$ cat config.mk
export PLATFORM = sky130hd
export DESIGN_NAME = pc_shift_pipe
export DESIGN_NICKNAME = d
export VERILOG_FILES = /design/src/rtl/pc_shift_pipe.sv
export SDC_FILE = /design/constraint.sdc
export NUM_CORES = 1
export LEC_CHECK = 0
export ABC_AREA = 1
export BUFFER_PORTS_ARGS = -buffer_cell sky130_fd_sc_hd__buf_2
export CORE_ASPECT_RATIO = 0.5
export CORE_MARGIN = 5
export CORE_UTILIZATION = 40
export CTS_CLUSTER_DIAMETER = 200
export DETAILED_ROUTE_END_ITERATION = 16
export PLACE_DENSITY = 0.69
export SKIP_LAST_GASP = 1
export SLEW_MARGIN = 20
export SYNTH_ARGS = -nofsm -noshare
export SYNTH_HDL_FRONTEND = slang
export SYNTH_SLANG_ARGS = --single-unit
$ cat constraint.sdc
create_clock -name clk -period 1.26 [get_ports clk]
set_input_delay 0.063 -clock clk [delete_from_list [all_inputs] [get_ports clk]]
set_output_delay 0.063 -clock clk [all_outputs]
set_load 0.1 [all_outputs]
$ cat src/rtl/pc_shift_pipe.sv
// PC shift pipeline with flush/kill, post-flush freeze and an optional return-address
// register for the oldest stage (enabled by macro PC_SHIFT_PIPE_LINK_EN).
module pc_shift_pipe #(
  parameter int WIDTH    = 32,
  parameter int DEPTH    = 3,
  parameter int KILL     = 2,
  parameter int HOLD_CYC = 1
) (
  input  logic                   clk,
  input  logic                   rst,
  input  logic                   stall,
  input  logic                   flush,
  input  logic [WIDTH-1:0]       pc_in,
  input  logic                   pc_valid_in,
  output logic [WIDTH*DEPTH-1:0] pc_stages,
  output logic [DEPTH-1:0]       valid_stages,
  output logic [WIDTH-1:0]       link_out,
  output logic                   hold_busy
);

  localparam logic [1:0] HOLD_INIT = 2'(HOLD_CYC);

  logic [WIDTH-1:0] pc_q [DEPTH];
  logic [WIDTH-1:0] pc_d [DEPTH];
  logic [DEPTH-1:0] vld_q, vld_d;
  logic [1:0]       hold_q, hold_d;
  logic             advance, flush_acc;

  always_comb begin
    hold_busy = (hold_q != 2'd0);
    advance   = !stall && !hold_busy;
    flush_acc = flush && !hold_busy;
    pc_d      = pc_q;
    vld_d     = vld_q;
    hold_d    = hold_busy ? hold_q - 2'd1 : hold_q;
    // Accepted flush beats stall: killed stages clear, older ones still shift.
    if (flush_acc) begin
      hold_d   = HOLD_INIT;
      pc_d[0]  = '0;
      vld_d[0] = 1'b0;
      for (int i = 1; i < DEPTH; i++) begin
        if (i < KILL) begin
          pc_d[i]  = '0;
          vld_d[i] = 1'b0;
        end else begin
          pc_d[i]  = pc_q[i-1];
          vld_d[i] = vld_q[i-1];
        end
      end
    end else if (advance) begin
      pc_d[0]  = pc_in;
      vld_d[0] = pc_valid_in;
      for (int i = 1; i < DEPTH; i++) begin
        pc_d[i]  = pc_q[i-1];
        vld_d[i] = vld_q[i-1];
      end
    end
  end

  always_ff @(posedge clk) begin
    if (rst) begin
      for (int i = 0; i < DEPTH; i++) pc_q[i] <= '0;
      vld_q  <= '0;
      hold_q <= 2'd0;
    end else begin
      for (int i = 0; i < DEPTH; i++) pc_q[i] <= pc_d[i];
      vld_q  <= vld_d;
      hold_q <= hold_d;
    end
  end

  always_comb begin
    pc_stages = '0;
    for (int i = 0; i < DEPTH; i++) pc_stages[i*WIDTH +: WIDTH] = pc_q[i];
  end

  assign valid_stages = vld_q;

`ifdef PC_SHIFT_PIPE_LINK_EN
  logic [WIDTH-1:0] link_q, link_d;
  logic             upd_last;

  // The oldest stage changes on every advance or accepted flush.
  always_comb begin
    upd_last = advance || flush_acc;
    link_d   = link_q;
    if (upd_last) link_d = vld_d[DEPTH-1] ? pc_d[DEPTH-1] + WIDTH'(4) : '0;
  end

  always_ff @(posedge clk) begin
    if (rst) link_q <= '0;
    else     link_q <= link_d;
  end

  assign link_out = link_q;
`else
  assign link_out = '0;
`endif

endmodule
==> reports/results.txt, run 1 <==
The flow ran to the end, but the final reports show violations. The final reports fail on setup timing. The fraction of registers with async set/reset is 0. Sequential fraction of the synthesis area: 0.498. For this block, the initial DRC count from the detailed router was 251. The routed layout has 4,225 vias.

Clock insertion delay at the later pin of the skew report: 340 ps. The half-perimeter wire length of the detailed placement result was 7060 um. The total wirelength of the detailed-routed design was 13,500 um; the number of unique standard cell types used by synthesis was 16. Synthesis produced 551 cells. Count of input and output buffers: 136. The critical path is of the reg -> reg type. The global router's overall resource usage was 0.178; the cell depth of the worst hold path was 3. The top-area cell type share of the netlist area is 0.498, and the depth of the most critical reg-to-reg path is 8. In this run the core area contains 26 standard-cell rows.

For the first-pass detailed-route iteration total, the log shows 5. The mean cell area of the mapped netlist came out at 7.36 um2. The worst path in the final design needs a cycle of 1390 ps, including I/O delays and setup. After detailed routing, the number of vias per cell comes to 4.78. The run gives 18,100 um as the wire length of the first global-routing pass.

The worst-case hold path end point is hold_q[0]$_SDFFE_PP0P_. The tools report the final estimated routing congestion in global placement as 0.803. The global-route congestion overflow total is 0, and the fraction of layout cells with a size suffix above 1 is 0.363. The setup skew after layout was 4.45 ps. The critical path starts at hold_q[0]$_SDFFE_PP0P_.

The floorplan step set the die height to 81.2 um. The ratio of final minimum period to clock period was 1.11. In this run the most critical hold path is launched from flush. In the synthesized netlist, the cells that appear most often are sky130_fd_sc_hd__nand2_1, sky130_fd_sc_hd__dfxtp_1, sky130_fd_sc_hd__a21oi_1. The worst register-to-register path begins at hold_q[0]$_SDFFE_PP0P_. The area added between synthesis and finish was 57.9%; the number of buffers created by CTS was 9. The run gives 169 as the count of boundary I/O pins. In this run the remaining antenna-violating nets after routing total 0.

Routed wirelength normalized by instance count: 15.3 um. Counting flops and latches in the post-synthesis netlist gives 101. The logs give 0.404 for the starting density of the core and 11.4 mW for the total power of the final layout. For the relative max-transition margin, the log shows 0.658. For the worst setup path, the data arrival time is 1660 ps. The static leakage is 2.94 nW. Cell accounting for the most synthesized area: sky130_fd_sc_hd__dfxtp_1.

TritonCTS built the clock tree. The timing-limited maximum frequency is 717 MHz, and the post-route worst hold slack is 108 ps. The clock passes through at most 2 buffers.

The final critical-path setup slack is -134 ps. The tools report the sink count of the clock tree as 101. The run gives -130 ps as the reg-to-reg setup timing slack. STA classifies the critical path startpoint as a flip-flop. The floorplan step defined a die boundary enclosing 0.0124 mm2. The clock slew seen by the registers of the worst setup and hold paths is 60 ps. The H-tree was split into 3 levels.

The largest driver fanout on the critical path was 10; the number of violations of the max-capacitance limit was 0. The via count of the first global-routing pass came out at 3,618. The final-report hold violation count is 0. Among all cell types in the netlist, the one instantiated most often is sky130_fd_sc_hd__nand2_1. The area of the core is 0.0101 mm2. The power density relative to cell area came out at 1770 mW/mm2. The initial antenna violation count is 0. DRC violation count after routing: 0. For this run, the post-layout net count is 778. The logs give 1530 ps for the data required time of the critical path and 40 for the largest net degree at the start of global routing. The synthesized netlist occupies a cell area of 0.00406 mm2. Yosys attributes the largest share of cell area to sky130_fd_sc_hd__dfxtp_1, sky130_fd_sc_hd__nand2_1, sky130_fd_sc_hd__a21oi_1. At the pin with the least slew margin, the transition time is 517 ps.

The maximum vdd drop was 0.000829 V. In this run the clock root is driven by a sky130_fd_sc_hd__clkbuf_16. Among all flip-flop cells after synthesis, the most frequent one is sky130_fd_sc_hd__dfxtp_1. STA classifies the critical path endpoint as a flip-flop. The synthesized design contains 0 enable-type register cells. Setup repair after global routing could not meet its margin everywhere. The number of pins exceeding their max-slew limit in the final report is 0, and the die outline width is 152 um. In this run the critical register-to-register path is captured at pc_stages[60]$_SDFFE_PP0P_. The count of synthesis-stage warnings from yosys is 0, and the setup-violating endpoint count in the final report is 102. The path class of the tightest hold or removal check is in -> reg.
-- report_power, final --
group          internal (mW)  total (mW)  switching [mW]
registers               3.49        3.64           0.155
logic                   1.44        5.01            3.57
clock network           1.57        2.70            1.13
-- routing by layer --
layer  wire [um]  share of wire  track usage
met3         845          0.063       0.0484
met4         254          0.019       0.0516
met5           0              0            0
met2        6430           0.48        0.304
met1        5960           0.44        0.226
-- cell usage in the layout, fill, tap and decap left out, types with 26 or more instances in the layout --
cell                            synthesis  final
sky130_fd_sc_hd__a21oi_1               99     72
sky130_fd_sc_hd__a21oi_2                0     26
sky130_fd_sc_hd__buf_2                 19    126
sky130_fd_sc_hd__conb_1                 1     32
sky130_fd_sc_hd__dfxtp_1              101     66
sky130_fd_sc_hd__dfxtp_2                0     35
sky130_fd_sc_hd__dlygate4sd3_1          0     33
sky130_fd_sc_hd__inv_1                 37     34
sky130_fd_sc_hd__nand2_1              169    165
sky130_fd_sc_hd__nand3_1               33     32
sky130_fd_sc_hd__nor2_1                35     33
-- layout make-up --
cell class                      instances  area, um2
Sequential cell                       101       2070
Clock buffer                           12        246
Antenna cell                            1       2.50
Inverter                               38        146
Clock inverter                          2       35.0
Tap cell                              140        175
Multi-Input combinational cell        376       1810
Fill cell                             803       3650
Timing Repair Buffer                  214       1920
-- worst max-delay path: stages, from the launching register on --
cell	delay [ps]
sky130_fd_sc_hd__dfxtp_2	320
sky130_fd_sc_hd__inv_2	70
sky130_fd_sc_hd__ha_4	160
sky130_fd_sc_hd__clkinvlp_4	110
sky130_fd_sc_hd__nor2_4	190
sky130_fd_sc_hd__buf_6	150
sky130_fd_sc_hd__clkbuf_16	150
sky130_fd_sc_hd__nand2_1	50
sky130_fd_sc_hd__a21oi_1	110
-- worst max path at each step --
stage | end | depth (start not counted)
after floorplan | pc_stages[36]$_SDFFE_PP0P_ | 8
after global placement | pc_stages[9]$_SDFFE_PP0P_ | 6
after detailed placement | pc_stages[39]$_SDFFE_PP0P_ | 7
after CTS | hold_busy | 5
after global routing | pc_stages[49]$_SDFFE_PP0P_ | 7
final | pc_stages[60]$_SDFFE_PP0P_ | 8
-- sequential cells by signal, summed over array words and instances (netlist names) --
| register | count |
|---|---|
| hold_q | 2 |
| pc_stages | 96 |
| valid_stages | 3 |
-- through the flow --
stage / std cells / utilization / setup TNS (ps) / worst slack (ps) / area, um2
3_3_place_gp: 806 / 0.494 / -1120 / -34.3 / 4970
5_1_grt: 883 / 0.637 / -15340 / -211 / 6400
2_1_floorplan: 582 / - / -28800 / -495 / 4260
3_5_place_dp: 806 / 0.494 / -2700 / -96.9 / 4970
6_report: 884 / 0.637 / -8700 / -134 / 6410
4_1_cts: 863 / 0.581 / -6000 / -107 / 5840
-- kinds of logic after synthesis --
family	synth area share
AOI/OAI and AO/OA	0.125
and+or+nand+nor	0.232
other	0.000924
DFF	0.498
adders and majority gates	0.00308
buffers and inverters	0.140
-- repair_timing --
action | in CTS | in global routing
hold buffers | 33 | 0
pin swaps | 2 | 3
setup buffers | 4 | 0
endpoints found under the setup margin | 83 | 109
gates resized for setup | 17 | 45
endpoints found under the hold margin | 33 | 0
gates cloned | 6 | 21
Note: power is estimated with default switching activity, not from simulation.
==> run 2: changes to the inputs <==
--- a/config.mk
+++ b/config.mk
@@ -5,14 +5,13 @@
 export SDC_FILE = /design/constraint.sdc
 export NUM_CORES = 1
 export LEC_CHECK = 0
-export ABC_AREA = 1
 export BUFFER_PORTS_ARGS = -buffer_cell sky130_fd_sc_hd__buf_2
 export CORE_ASPECT_RATIO = 0.5
 export CORE_MARGIN = 5
 export CORE_UTILIZATION = 40
 export CTS_CLUSTER_DIAMETER = 200
 export DETAILED_ROUTE_END_ITERATION = 16
-export PLACE_DENSITY = 0.69
+export PLACE_DENSITY = 0.66
 export SKIP_LAST_GASP = 1
 export SLEW_MARGIN = 20
 export SYNTH_ARGS = -nofsm -noshare
==> constraint.sdc (replaced) <==
create_clock -name clk -period 1.5 [get_ports clk]
set_input_delay 0.075 -clock clk [delete_from_list [all_inputs] [get_ports clk]]
set_output_delay 0.075 -clock clk [all_outputs]
set_load 0.1 [all_outputs]
==> run 2 against run 1 <==
Net effect:
- the run now ends clean
- die area up 3.0%
- non-clock buffer count is 55 lower
- register-to-register slack gained 280 ps
- design area fell by 16%
- power is 40% lower
- via count down 24%
- critical path type unchanged
==> reports/results.txt, run 2 <==
The synthesis-stage register bit count is 101 (unchanged), and the half-perimeter wire length of the detailed placement result is 6580 um (-6.8%). The area of the core is 0.0102 mm2 (+1.6%). The sequential fraction of the synthesis area was 0.483 (-0.0159); the number of pins exceeding their max-slew limit in the final report was 0 (unchanged).

The final estimated routing congestion in global placement is 0.760 (-5.4%). Timing-limited maximum frequency: 736 MHz (+2.6%). Final critical-path setup slack: 141 ps (+275 ps). The ratio of final minimum period to clock period works out to 0.906 (-0.200). The total wirelength of the detailed-routed design was 9380 um (-31%); the setup TNS was 0 ps (+8700 ps).

The first-pass detailed-route iteration total is 6 (+1), and the via count is 3,217 (-24%). The clock slew seen by the registers of the worst setup and hold paths works out to 70 ps (about the same). For the setup skew after layout, the log shows 6.39 ps (+1.95 ps). In this run the critical register-to-register path is launched from hold_q[0]$_SDFFE_PP0P_. The tools report the number of nets in the layout as 586 (-25%).

Yosys instantiated no cell more often than sky130_fd_sc_hd__dfxtp_1. The min-delay analysis places its worst path in the category in -> reg. The register area was 0.00202 mm2 (-2.1%); the depth of the most critical reg-to-reg path was 5 (-3). The tools report the number of buffers added for setup after CTS as 0 (-4). The number of buffers created by CTS is 9 (unchanged), and the number of flip-flops under the largest register name is 96 (unchanged). Fraction of power consumed by combinational cells: 0.275 (-0.166). The cell depth of the worst hold path was 3 (unchanged); the final-report hold violation count was 0 (unchanged). The average via count per standard cell is 4.64 (-2.9%), and the worst-case clock buffer depth is 2 (unchanged). The count of flip-flops with a built-in enable after synthesis is 0 (unchanged). The post-route worst hold slack was 18.3 ps (-89.3 ps); the die outline width was 155 um (+1.5%). The tools report the via count of the first global-routing pass as 3,140 (-13%). The number of unique standard cell types used by synthesis was 21 (+5).

The top flip-flop cell by instance count after synthesis was sky130_fd_sc_hd__dfxtp_1. The floorplan row count is 26 (unchanged), and the height of the die is 82.4 um (+1.4%). Top-area cell type share of the netlist area: 0.483 (-0.0159). For the violation count after the first detailed-route iteration, the log shows 110 (-56%).

For the number of antenna diodes, the log shows 0 (-1). The initial antenna violation count was 0 (unchanged). For the count of filler cells inserted in the layout, the log shows 943 (+17%). The H-tree level count came out at 3 (unchanged).

From synthesis to final layout, the design area changed by 28.0%. The tools report the global-route congestion overflow total as 0 (unchanged). The fraction of registers with async set/reset works out to 0 (unchanged). The fraction of layout cells with a size suffix above 1 was 0.316 (-0.0469). Count of placed standard cells in the final layout, fillers left out: 693 (-22%).

For the data arrival time at the worst-slack endpoint, the log shows 1590 ps (-70 ps). Setup repair after global routing left no endpoint under its margin. For the setup-violating endpoint count in the final report, the log shows 0 (-100%). The flow ran to the end, and the final reports show no timing, DRC or antenna violations. Post-route minimum period: 1360 ps (-35.0 ps).

The routed wirelength normalized by instance count works out to 13.5 um (-11%). The reported net switching power is 2.37 mW (-51%). For the count of synthesis-stage warnings from yosys, the log shows 0 (unchanged). The cts-stage hold buffer count is 14 (-58%). In this run the clock root is driven by a sky130_fd_sc_hd__clkbuf_16. The count of antenna-violating nets left after detailed routing is 0 (unchanged).

Critical path class: reg -> reg. The maximum vdd drop is 0.000673 V (-19%). Timing startpoint of the critical path: hold_q[0]$_SDFFE_PP0P_.

Ranked by instance count, the synthesized netlist is headed by sky130_fd_sc_hd__dfxtp_1, sky130_fd_sc_hd__nand2b_1, sky130_fd_sc_hd__buf_4. The internal cell power was 4.47 mW (-31%). Post-cts repair resize count: 0 (-17).

The post-place setup slack was 156 ps (+253 ps); the largest net degree at the start of global routing was 40 (unchanged). The tools report the DRC violation count after routing as 0 (unchanged). The largest driver fanout on the critical path is 34 (+24). For the static leakage, the log shows 2.52 nW (-14%). The worst setup path is launched from a flip-flop. Number of violations of the max-capacitance limit: 0 (unchanged). Leaving out fill and tap cells, the most frequent cell in the layout is sky130_fd_sc_hd__buf_2. Cell accounting for the most synthesized area: sky130_fd_sc_hd__dfxtp_1. The total power of the final layout was 6.83 mW (-40%). The run gives 101 (unchanged) as the sink count of the clock tree. The tools report the startpoint of the tightest hold check path as pc_in[22]. For the starting density of the core, the log shows 0.410 (+0.00668). STA classifies the critical path endpoint as a flip-flop. Area of the die: 0.0127 mm2 (+3.0%).

The power density relative to cell area works out to 1270 mW/mm2 (-28%). The switching share of power is 0.346 (-0.0814). The mean cell area of the mapped netlist works out to 10.2 um2 (+38%). Netlist area before placement: 0.00419 mm2 (+3.3%). For the total instance count after detailed placement, the log shows 663 (-18%).

Clock insertion delay at the later pin of the skew report: 330 ps (about the same). The tools report the global router's overall resource usage as 0.147 (-0.0311). Total area of multi-input combinational cells: 0.00172 mm2 (-4.9%). By area the synthesized netlist is led by sky130_fd_sc_hd__dfxtp_1, sky130_fd_sc_hd__nand2b_1, sky130_fd_sc_hd__mux2i_1.

The count of boundary I/O pins came out at 169 (unchanged). TritonCTS built the clock tree. For the gate count after technology mapping, the log shows 411 (-25%). Data required time of the critical path: 1730 ps (+200 ps). Leaving out fill and tap cells, the most frequent cells in the layout are sky130_fd_sc_hd__buf_2, sky130_fd_sc_hd__dfxtp_1, sky130_fd_sc_hd__nand2b_1, sky130_fd_sc_hd__inv_1.

The count of input and output buffers was 136 (unchanged); the clock share of power was 0.316 (+0.078). The wire length of the first global-routing pass was 15,200 um (-16%); the share of total power in sequential cells was 0.408 (+0.087).
## run 2: changes by cell type in the layout (fill, tap and decap cells not counted), moves of 23 or more
cell / before / now
sky130_fd_sc_hd__nor2_1: 33 / 2
sky130_fd_sc_hd__a21oi_1: 72 / 0
sky130_fd_sc_hd__dfxtp_1: 66 / 101
sky130_fd_sc_hd__dfxtp_2: 35 / 0
sky130_fd_sc_hd__o22ai_1: 0 / 33
sky130_fd_sc_hd__nand2_1: 165 / 0
sky130_fd_sc_hd__nand3_1: 32 / 0
sky130_fd_sc_hd__o32ai_1: 0 / 23
sky130_fd_sc_hd__nand2b_1: 0 / 99
sky130_fd_sc_hd__mux2i_1: 0 / 33
sky130_fd_sc_hd__a21oi_2: 26 / 0
## run 2: worst max-delay path: stages, from the launching register on
cell,delay (ps)
sky130_fd_sc_hd__dfxtp_1,320
sky130_fd_sc_hd__inv_1,60
sky130_fd_sc_hd__ha_2,260
sky130_fd_sc_hd__nand3_2,160
sky130_fd_sc_hd__buf_12,220
sky130_fd_sc_hd__o32ai_1,240
## run 2: logic make-up after synthesis
| family | synth area share |
|---|---|
| DFF | 0.483 |
| adders and majority gates | 0.00299 |
| muxes | 0.0788 |
| and+or+nand+nor | 0.153 |
| AOI/OAI and AO/OA | 0.145 |
| buffers and inverters | 0.136 |
| other | 0.000895 |
## run 2: power by group through the flow
stage / sequential (mW) / clock [mW] / combinational [mW]
after floorplan: 3.29 / 0 / 1.15
after global placement: 2.85 / 0 / 1.85
after detailed placement: 2.85 / 0 / 1.86
after CTS: 2.79 / 2.26 / 1.89
after global routing: 2.80 / 2.36 / 1.97
final: 2.79 / 2.16 / 1.88
## run 2: final timing paths
kind / endpoint / slack, ps
hold / removal: pc_stages[22]$_SDFFE_PP0P_ / 20
setup / recovery: pc_stages[21]$_SDFFE_PP0P_ / 140
setup reg to reg: pc_stages[21]$_SDFFE_PP0P_ / 140
hold reg to reg: pc_stages[83]$_SDFFE_PP0P_ / 470
## run 2: cell type report
type | count | area share
Multi-Input combinational cell | 239 | 0.321
Inverter | 38 | 0.0271
Clock inverter | 3 | 0.00373
Sequential cell | 101 | 0.377
Tap cell | 140 | 0.0326
Timing Repair Buffer | 159 | 0.190
Clock buffer | 13 | 0.0485
## run 2: per-stage QoR
step | instance area [um2] | util
CTS | 5370 | 0.525
finish | 5370 | 0.525
global placement | 4940 | 0.484
detailed placement | 4940 | 0.484
global route | 5370 | 0.525
floorplan | 4310 | -
## run 2: layer usage
layer / track usage / wire length [um]
met1: 0.185 / 4350
met2: 0.256 / 4440
met3: 0.0385 / 520
met4: 0.0379 / 59
met5: 0 / 0
